## src/rtl/note_tone_generator_if.sv

```systemverilog
// rtl/note_tone_generator_if.sv - note stream in, buzzer/status out
interface note_tone_generator_if #(
    parameter int DATA_WIDTH = 10
);
    logic                  enable;
    logic                  note_valid;
    logic [DATA_WIDTH-1:0] note_in;
    logic                  buzzer;
    logic                  playing;
    logic                  resting;
    logic                  note_change;
    logic [DATA_WIDTH-1:0] cur_code;

    modport master (
        output enable, note_valid, note_in,
        input  buzzer, playing, resting, note_change, cur_code
    );

    modport slave (
        input  enable, note_valid, note_in,
        output buzzer, playing, resting, note_change, cur_code
    );
endinterface

```

## src/rtl/note_tone_generator.sv

```systemverilog
// rtl/note_tone_generator.sv - decodes note words into a buzzer square wave
// and tracks idle/tone/rest playback with a note-change pulse.
module note_tone_generator #(
    parameter int DATA_WIDTH = 10,
    parameter int CNT_WIDTH  = 20,
    parameter int DIV_SHIFT  = 0
) (
    input  logic                clk,
    input  logic                rst,
    note_tone_generator_if.slave bus
);
    typedef enum logic [1:0] {S_IDLE, S_TONE, S_REST} state_t;

    state_t                state_q, state_d;
    logic [CNT_WIDTH-1:0]  counter_q, counter_d;
    logic [CNT_WIDTH-1:0]  half_q, half_d;
    logic                  buzzer_q, buzzer_d;
    logic                  nc_q, nc_d;
    logic [DATA_WIDTH-1:0] code_q, code_d;
    logic                  capture;
    logic                  in_note;
    logic [CNT_WIDTH-1:0]  in_half;

    function automatic logic one_hot(input logic [6:0] bits);
        return (bits != 7'd0) && ((bits & (bits - 7'd1)) == 7'd0);
    endfunction

    function automatic logic [CNT_WIDTH-1:0] half_of(input logic [8:0] w);
        logic [CNT_WIDTH-1:0] base;
        logic [CNT_WIDTH-1:0] adj;
        logic [CNT_WIDTH-1:0] shifted;
        case (w[8:2])
            7'b0000001: base = CNT_WIDTH'(191110);
            7'b0000010: base = CNT_WIDTH'(170265);
            7'b0000100: base = CNT_WIDTH'(151685);
            7'b0001000: base = CNT_WIDTH'(143172);
            7'b0010000: base = CNT_WIDTH'(127551);
            7'b0100000: base = CNT_WIDTH'(113636);
            7'b1000000: base = CNT_WIDTH'(101239);
            default:    base = '0;
        endcase
        case (w[1:0])
            2'b01:   adj = base >> 1;
            2'b10:   adj = base << 1;
            default: adj = base;
        endcase
        shifted = adj >> DIV_SHIFT;
        return (shifted < CNT_WIDTH'(2)) ? CNT_WIDTH'(2) : shifted;
    endfunction

    assign in_note = one_hot(bus.note_in[8:2]);
    assign in_half = half_of(bus.note_in[8:0]);

    always_comb begin
        state_d   = state_q;
        counter_d = counter_q;
        half_d    = half_q;
        buzzer_d  = buzzer_q;
        code_d    = code_q;
        nc_d      = 1'b0;
        capture   = 1'b0;

        case (state_q)
            S_IDLE: begin
                if (bus.enable && bus.note_valid) begin
                    capture = 1'b1;
                end
            end
            default: begin
                if (!bus.enable || !bus.note_valid) begin
                    state_d   = S_IDLE;
                    counter_d = '0;
                    buzzer_d  = 1'b0;
                end else if (bus.note_in[8:0] != code_q[8:0]) begin
                    capture = 1'b1;
                end else if (state_q == S_TONE) begin
                    if (counter_q == half_q - CNT_WIDTH'(1)) begin
                        counter_d = '0;
                        buzzer_d  = ~buzzer_q;
                    end else begin
                        counter_d = counter_q + CNT_WIDTH'(1);
                    end
                end
            end
        endcase

        // A capture restarts the waveform even if a half-period expires on the same edge.
        if (capture) begin
            state_d   = in_note ? S_TONE : S_REST;
            code_d    = bus.note_in;
            half_d    = in_half;
            counter_d = '0;
            buzzer_d  = 1'b0;
            nc_d      = 1'b1;
        end
    end

    always_ff @(posedge clk or posedge rst) begin
        if (rst) begin
            state_q   <= S_IDLE;
            counter_q <= '0;
            half_q    <= CNT_WIDTH'(2);
            buzzer_q  <= 1'b0;
            code_q    <= '0;
            nc_q      <= 1'b0;
        end else begin
            state_q   <= state_d;
            counter_q <= counter_d;
            half_q    <= half_d;
            buzzer_q  <= buzzer_d;
            code_q    <= code_d;
            nc_q      <= nc_d;
        end
    end

    assign bus.buzzer      = buzzer_q;
    assign bus.playing     = (state_q == S_TONE);
    assign bus.resting     = (state_q == S_REST);
    assign bus.note_change = nc_q;
    assign bus.cur_code    = code_q;
endmodule

```

## src/flat_wrapper.sv

```systemverilog
// flat-port wrapper written by rule: the top's interface ports become plain ports
module note_tone_generator_flat 
#(
    parameter int DATA_WIDTH = 10,
    parameter int CNT_WIDTH  = 20,
    parameter int DIV_SHIFT  = 0
)
  (clk, rst, bus_enable, bus_note_valid, bus_note_in, bus_buzzer, bus_playing, bus_resting, bus_note_change, bus_cur_code);
  note_tone_generator_if #(.DATA_WIDTH(DATA_WIDTH)) bus_i ();
  input  logic clk;
  input  logic rst;
  input wire logic [$bits(bus_i.enable)-1:0] bus_enable;
  input wire logic [$bits(bus_i.note_valid)-1:0] bus_note_valid;
  input wire logic [$bits(bus_i.note_in)-1:0] bus_note_in;
  output wire logic [$bits(bus_i.buzzer)-1:0] bus_buzzer;
  output wire logic [$bits(bus_i.playing)-1:0] bus_playing;
  output wire logic [$bits(bus_i.resting)-1:0] bus_resting;
  output wire logic [$bits(bus_i.note_change)-1:0] bus_note_change;
  output wire logic [$bits(bus_i.cur_code)-1:0] bus_cur_code;
  assign bus_i.enable = bus_enable;
  assign bus_i.note_valid = bus_note_valid;
  assign bus_i.note_in = bus_note_in;
  assign bus_buzzer = bus_i.buzzer;
  assign bus_playing = bus_i.playing;
  assign bus_resting = bus_i.resting;
  assign bus_note_change = bus_i.note_change;
  assign bus_cur_code = bus_i.cur_code;
  note_tone_generator #(.DATA_WIDTH(DATA_WIDTH), .CNT_WIDTH(CNT_WIDTH), .DIV_SHIFT(DIV_SHIFT)) u_core (.clk(clk), .rst(rst), .bus(bus_i));
endmodule
```

## config.mk

```make
export PLATFORM = sky130hd
export DESIGN_NAME = note_tone_generator_flat
export DESIGN_NICKNAME = d
export VERILOG_FILES = /design/src/rtl/note_tone_generator_if.sv /design/src/rtl/note_tone_generator.sv /design/src/flat_wrapper.sv
export SDC_FILE = /design/constraint.sdc
export NUM_CORES = 1
export LEC_CHECK = 0
export CORE_UTILIZATION = 35
export DETAILED_ROUTE_END_ITERATION = 7
export PLACE_DENSITY = 0.52
export SYNTH_ARGS = -nofsm -noshare
export SYNTH_HDL_FRONTEND = slang
export SYNTH_SLANG_ARGS = --single-unit
export TNS_END_PERCENT = 20
```

## constraint.sdc

```tcl
create_clock -name clk -period 3.3 [get_ports clk]
set_input_delay 0.66 -clock clk [delete_from_list [all_inputs] [get_ports clk]]
set_output_delay 0.66 -clock clk [all_outputs]
set_load 0.01 [all_outputs]
```

==> summary.txt, run 1 <==
Status
  – Status: complete, no violations

Synth
  – Share of the synthesized area in the top cell type: 0.3269
  – Synth Area per Inst: 8.327 um2
  – Top-count cell post-synth: dfrtp_1
  – Net Count, Synth: 496
  – Mapped Area: about 0.004 mm2
  – Mapped Cells: approximately 480
  – Post-synth top cells: dfrtp_1 (52), nand2_1 (47), o21ai_0 (45)
  – Sequential area share after synthesis: 0.3335
  – Ys flop type: dfrtp_1
  – Seq cells post-synth: 53
  – Unique masters post-synth: between 60 and 70
  – Synth top area cells: dfrtp_1 (33%), xnor2_1 (7.7%), o21ai_0 (5.7%)
  – Synthesis Warnings: 0
  – Cell taking the most area after synthesis: dfrtp_1
  – FFs w/ async S/R, synth: 1.000
  – Post-synth EDFFs: 0

Cells and area
  – Antenna diode count: 0
  – FF/Latch Area: 0.001328 mm2
  – Synth-to-Final Area Change: 17.04%
  – Fill count: approximately 1100
  – Share of post-route cells with drive strength above 1: 0.1065
  – # nets final: 524
  – Final Util: 0.4260
  – Multi-input gate area: around 0.0025 mm2

Floorplan
  – Die width: between 100 and 150 um
  – Row cnt: 38
  – Starting Density: 0.3640
  – Core Area: around 0.011 mm2
  – IO Pins: 28
  – Die Height: 108.6 um
  – Die footprint: ~0.012 mm2

Power
  – Sw power: between 500 and 600 uW
  – Sw Share: 0.3199
  – VDD IR max: between 200 and 300 uV
  – P_int: around 1300 uW
  – Logic pwr share: 0.282
  – Leak: around 0.0019 uW
  – Flop pwr share: 0.412
  – Clk pwr share: 0.305
  – Total power: roughly 1900 uW
  – Pwr dens: roughly 400 mW/mm2

Hold path
  – Hold Path Origin: u_core.bus.cur_code[9]
  – Worst hold path depth: 2
  – WHS Endpoint: u_core.bus.cur_code[9]
  – Hold WC Path Type: reg2reg

Worst setup path
  – Critical path type: reg2reg
  – Critical path buffers and inverters: 1
  – Cells on worst reg2reg path: 8
  – Startpoint types: flop
  – Slowest CP cell: or4_4
  – Cell family with most CP delay: simple AND/OR/NAND/NOR gates
  – Worst r2r dst: u_core.counter_q[2]
  – Crit path required time: around 3400 ps
  – Critical path fanouts, max: 18
  – Crit path largest cell delay: between 500 and 600 ps
  – Worst r2r src: u_core.half_q[10]
  – Critical Path Sink Type: flop
  – Worst path arrival time: approximately 3300 ps
  – R2R setup slack: 130 ps
  – Crit path cell chain: or4_4 -> or3_1 -> a2111o_1 -> a2111oi_0 -> and4_2 -> and4_1 -> buf_12 -> nor3_1

Flow run
  – Max-Cap Viols: 0

Clock network
  – Post-CTS Setup Bufs: 0
  – CTS Buf Count: 5
  – H-tree depth: 2
  – Sink Count: 53
  – Reg clk slew, reported paths: 70 ps
  – CTS root buffer: clkbuf_16
  – TritonCTS clock tree: yes
  – Clock buffer depth: 2
  – Clk Latency, worst-skew pair: ~290 ps

Drt
  – WL per Instance: 17.22 um
  – DR vias/cell: 5.658
  – Final Routed Wirelength: ~11000 um
  – 1st-iter DRT viols: 142
  – Via count: approximately 3700
  – Drt drc: 0
  – DR pass1 iterations: 4
  – Detail Route Antenna Nets: 0

Timing
  – WHS: 477.1 ps
  – Worst Tran Pin Value: 1226 ps
  – Final period utilization: 0.9618
  – Slew headroom: 0.1799
  – Max Slew Vio Count: 0
  – RSZ-0062 raised after global routing: false
  – Fin. Hold Viols: 0
  – Clock Skew: ~5.9 ps
  – Peak Freq: 0.3151 GHz
  – Tmin final: 3174 ps
  – Count of endpoints failing setup in the final report: 0
  – Setup TNS: 0 ps

Place
  – Gpl congestion: a little under 0.9
  – PortBufs: 27
  – Detail Placement HPWL: ~8500 um

Global routing
  – First-pass GRT wire length: 18150 um
  – Largest net degree at the start of global routing: 43
  – Initial antenna violation count: 0
  – GRT Overall Usage: 0.2007
  – Grt ovf: 0
  – Vias in the first global route: around 3400
[kinds of logic after synthesis]
group | after synthesis | share of synthesized area
multiplexers | 6 | 0.01635
AO/OA/AOI/OAI | 128 | 0.2185
flip-flops | 53 | 0.3335
buffers and inverters | 47 | 0.05219
AND/OR/NAND/NOR | 182 | 0.2389
adder cells (fa/ha/maj) | 5 | 0.01509
XOR/XNOR | 57 | 0.1254
[worst min-delay path, stage by stage, from the launching register on]
cell and delay, ps:
dfrtp_1 340, nand2_1 50, nand2_1 50
[how the worst max path moves through the flow]
stage | from | endpoint | slack [ps] | depth (start not counted)
detailed placement | u_core.half_q[10] | u_core.counter_q[2] | 150 | 8
CTS | u_core.half_q[10] | u_core.counter_q[2] | 130 | 8
floorplan | u_core.half_q[0] | u_core.counter_q[10] | 240 | 12
global route | u_core.half_q[10] | u_core.counter_q[2] | 2 | 8
finish | u_core.half_q[10] | u_core.counter_q[2] | 130 | 8
global placement | bus_note_in[3] | u_core.half_q[1] | 100 | 9
[through the flow]
step / std cells / cell area, um2 / setup WS (ps)
floorplan: 478 / 3980 / 239.9
global placement: 639 / 4499 / 103.4
detailed placement: 639 / 4499 / 147.0
CTS: 647 / 4657 / 127.8
global route: 647 / 4658 / 2.359
finish: 647 / 4658 / 126.0
[state kept, by name (all words and copies together) (netlist names)]
signal,count
u_core.half_q,19
u_core.counter_q,20
u_core.bus.buzzer,1
u_core.bus.note_change,1
u_core.bus.cur_code,10
u_core.state_q,2
[cells in the final DEF (no fill, tap or decap), drive strengths merged, types with 4 or more instances in the layout]
cell and instances:
or4 4, and3 10, nor4 9, a221o 4, mux2 4, or3 7, o211ai 6, nand3 12
ha 4, a221oi 9, nand2 47, clkdlybuf4s50 27, o31ai 10, nor2 27, nor2b 8, dfrtp 52
nor3 30, nand4 8, inv 13, clkbuf 7, o21ai 45, and4 5, buf 27, a21oi 14
xnor2 35, xor2 22, a211oi 8
[power by group through the flow]
stage	clock network, uW	logic [uW]	registers [uW]
floorplan	0	355	757
global placement	0	518	775
detailed placement	0	520	776
CTS	575	523	764
global route	602	583	771
finish	565	523	763
[final cells by class]
class	count	area share
multi-input cells	378	0.5281
well taps	140	0.03760
repair buffers	54	0.1042
clock buffers	7	0.03277
flip-flops and latches	53	0.2850
inverters	14	0.01128
clock inverters	1	0.001074
[routing by layer]
metal  routed length, um  track usage  share of wire
met5                   0            0              0
met4                 196      0.05792          0.018
met3                 384      0.03228          0.034
met2                5267       0.3309           0.47
met1                5293       0.2701           0.48
[repair_timing]
action,4_1_cts,5_1_grt
gates resized for setup,0,1
hold buffers,0,0
setup endpoints to repair,0,2
Note: power is estimated with default switching activity, not from simulation.
==> run 2, diff against run 1 <==
- CTS_CLUSTER_SIZE: unset -> 30
- RECOVER_POWER: unset -> 50
==> summary.txt, run 2 (same netlist as run 1, synthesis figures left out) <==
Timing
  – Peak Freq: 0.3151 GHz (about the same)
  – Worst Tran Pin Value: 1226 ps (+0.00008941 ps)
  – Count of endpoints failing setup in the final report: 0 (unchanged)
  – Tmin final: 3174 ps (-0.01400 ps)
  – Clock Skew: 5.915 ps (+0.01266 ps)
  – Final period utilization: 0.9618 (about the same)
  – Setup TNS: 0 ps (unchanged)
  – Max Slew Vio Count: 0 (unchanged)
  – RSZ-0062 raised after global routing: false
  – Fin. Hold Viols: 0 (unchanged)
  – Slew headroom: 0.1799 (about the same)

Worst setup path
  – Worst path arrival time: 3290 ps (about the same)
  – Startpoint types: flop
  – Critical path type: reg2reg
  – Critical Path Sink Type: flop
  – Critical path fanouts, max: 18 (unchanged)
  – R2R setup slack: 130 ps (about the same)
  – Crit path required time: 3410 ps (about the same)

Floorplan
  – Die footprint: 0.01180 mm2 (unchanged)
  – Row cnt: 38 (unchanged)
  – Core Area: 0.01094 mm2 (unchanged)
  – IO Pins: 28 (unchanged)
  – Die width: 108.6 um (unchanged)
  – Die Height: 108.6 um (unchanged)
  – Starting Density: 0.3640 (unchanged)

Clock network
  – TritonCTS clock tree: yes
  – CTS root buffer: clkbuf_16
  – Post-CTS Setup Bufs: 0 (unchanged)
  – Reg clk slew, reported paths: 70 ps (about the same)
  – CTS hold repair buffers: 0 (unchanged)
  – Clock buffer depth: 2 (unchanged)
  – H-tree depth: 2 (unchanged)
  – Sink Count: 53 (unchanged)
  – CTS Buf Count: 5 (unchanged)
  – Clk Latency, worst-skew pair: 290 ps (about the same)

Global routing
  – Initial antenna violation count: 0 (unchanged)
  – Vias in the first global route: 3435 (unchanged)
  – First-pass GRT wire length: 18150 um (unchanged)
  – Largest net degree at the start of global routing: 43 (unchanged)
  – GRT Overall Usage: 0.2007 (unchanged)
  – Grt ovf: 0 (unchanged)

Cells and area
  – Antenna diode count: 0 (unchanged)
  – Biggest register: u_core.counter_q
  – Commonest non-fill, non-tap cell in the layout: dfrtp_1
  – Share of post-route cells with drive strength above 1: 0.1045 (-0.001972)
  – Final std cells w/o fill: 647 (unchanged)
  – Final Util: 0.4257 (about the same)
  – Synth-to-Final Area Change: 16.98% (about the same)
  – Max reg flops: 20 (unchanged)
  – Fill count: 1143 (+0.088%)
  – # nets final: 524 (unchanged)
  – Most frequent cells in the layout: dfrtp_1 (52), nand2_1 (47), o21ai_0 (45), xnor2_1 (35), nor3_1 (30)
  – Final Instance Area: 0.004656 mm2 (about the same)

Place
  – Gpl congestion: 0.8809 (unchanged)
  – Detail Placement HPWL: 8546 um (unchanged)
  – Dpl cells: 639 (unchanged)
  – PortBufs: 27 (unchanged)
  – Placed Area: 0.004499 mm2 (unchanged)

Flow run
  – Max-Cap Viols: 0 (unchanged)

Drt
  – 1st-iter DRT viols: 142 (unchanged)
  – Via count: 3663 (+0.055%)
  – DR vias/cell: 5.662 (about the same)
  – Final Routed Wirelength: 11140 um (about the same)
  – Drt drc: 0 (unchanged)
  – WL per Instance: 17.21 um (about the same)
  – Detail Route Antenna Nets: 0 (unchanged)
  – DR pass1 iterations: 4 (unchanged)

Power
  – Pwr dens: 397.3 mW/mm2 (about the same)
  – Leak: 0.001874 uW (about the same)
  – VDD IR max: 269.5 uV (about the same)

Hold path
  – Hold WC Path Type: reg2reg

Status
  – Status: complete, no violations
==> run 2: cell types whose count changed in the layout (fill, tap and decap cells not counted), sizes merged <==
cell and change:
clkdlybuf4s50 -2, dlygate4sd3 +2, buf -1, clkbuf +1
==> run 2: path summary, 6_finish.rpt <==
kind | from | end | depth (start not counted)
setup reg to reg | u_core.half_q[10] | u_core.counter_q[2] | 8
hold / removal | u_core.bus.cur_code[9] | u_core.bus.cur_code[9] | 2
setup / recovery | u_core.half_q[10] | u_core.counter_q[2] | 8
max in group asynchronous | rst | u_core.half_q[4] | 3
hold reg to reg | u_core.bus.cur_code[9] | u_core.bus.cur_code[9] | 2
min in group asynchronous | rst | u_core.bus.cur_code[0] | 2
==> run 2: stage by stage <==
stage / power, uW / worst slack, ps / hold slack (ps)
6_report: 1850 / 126.0 / 477.1
5_1_grt: 1955 / 2.359 / 495.9
4_1_cts: 1862 / 127.8 / 481.9
3_5_place_dp: 1296 / 147.0 / 464.9
3_3_place_gp: 1293 / 103.4 / 466.3
2_1_floorplan: 1112 / 239.9 / 492.5
==> run 2: final cells by class <==
type                    instances  area, um2  area share
well taps                     140      175.2     0.03762
clock inverters                 1      5.005    0.001075
flip-flops and latches         53       1328      0.2851
repair buffers                 54      483.0      0.1037
multi-input cells             378       2460      0.5284
inverters                      14      52.55     0.01129
clock buffers                   7      152.6     0.03279
==> run 2: routing by layer <==
metal	vias up	wire, um	GRT usage	share of wire
li1	1818	-	-	-
met1	1749	5284	0.2701	0.47
met2	79	5264	0.3309	0.47
met3	17	389	0.03228	0.035
met4	0	196	0.05792	0.018
met5	-	0	0	0
==> run 2: power breakdown <==
| part | switching (uW) | leakage (uW) | internal [uW] |
|---|---|---|---|
| Combinational | 282 | 0.00109 | 240 |
| Sequential | 67.2 | 0.000704 | 696 |
| Clock | 243 | 0.0000799 | 322 |
| Total | 592 | 0.00187 | 1260 |
==> run 2: what timing repair did <==
| action | in CTS | in global routing |
|---|---|---|
| setup endpoints to repair | 0 | 2 |
| gates resized for setup | 0 | 1 |
| hold endpoints to repair | 0 | 0 |
==> run 2: worst max-delay path, cell delays in order, from the launching register on <==
cell       delay (ps)
dfrtp_1           440
or4_4             590
or3_1             390
a2111o_1          410
a2111oi_0         370
and4_2            320
and4_1            250
buf_12            160
nor3_1             70
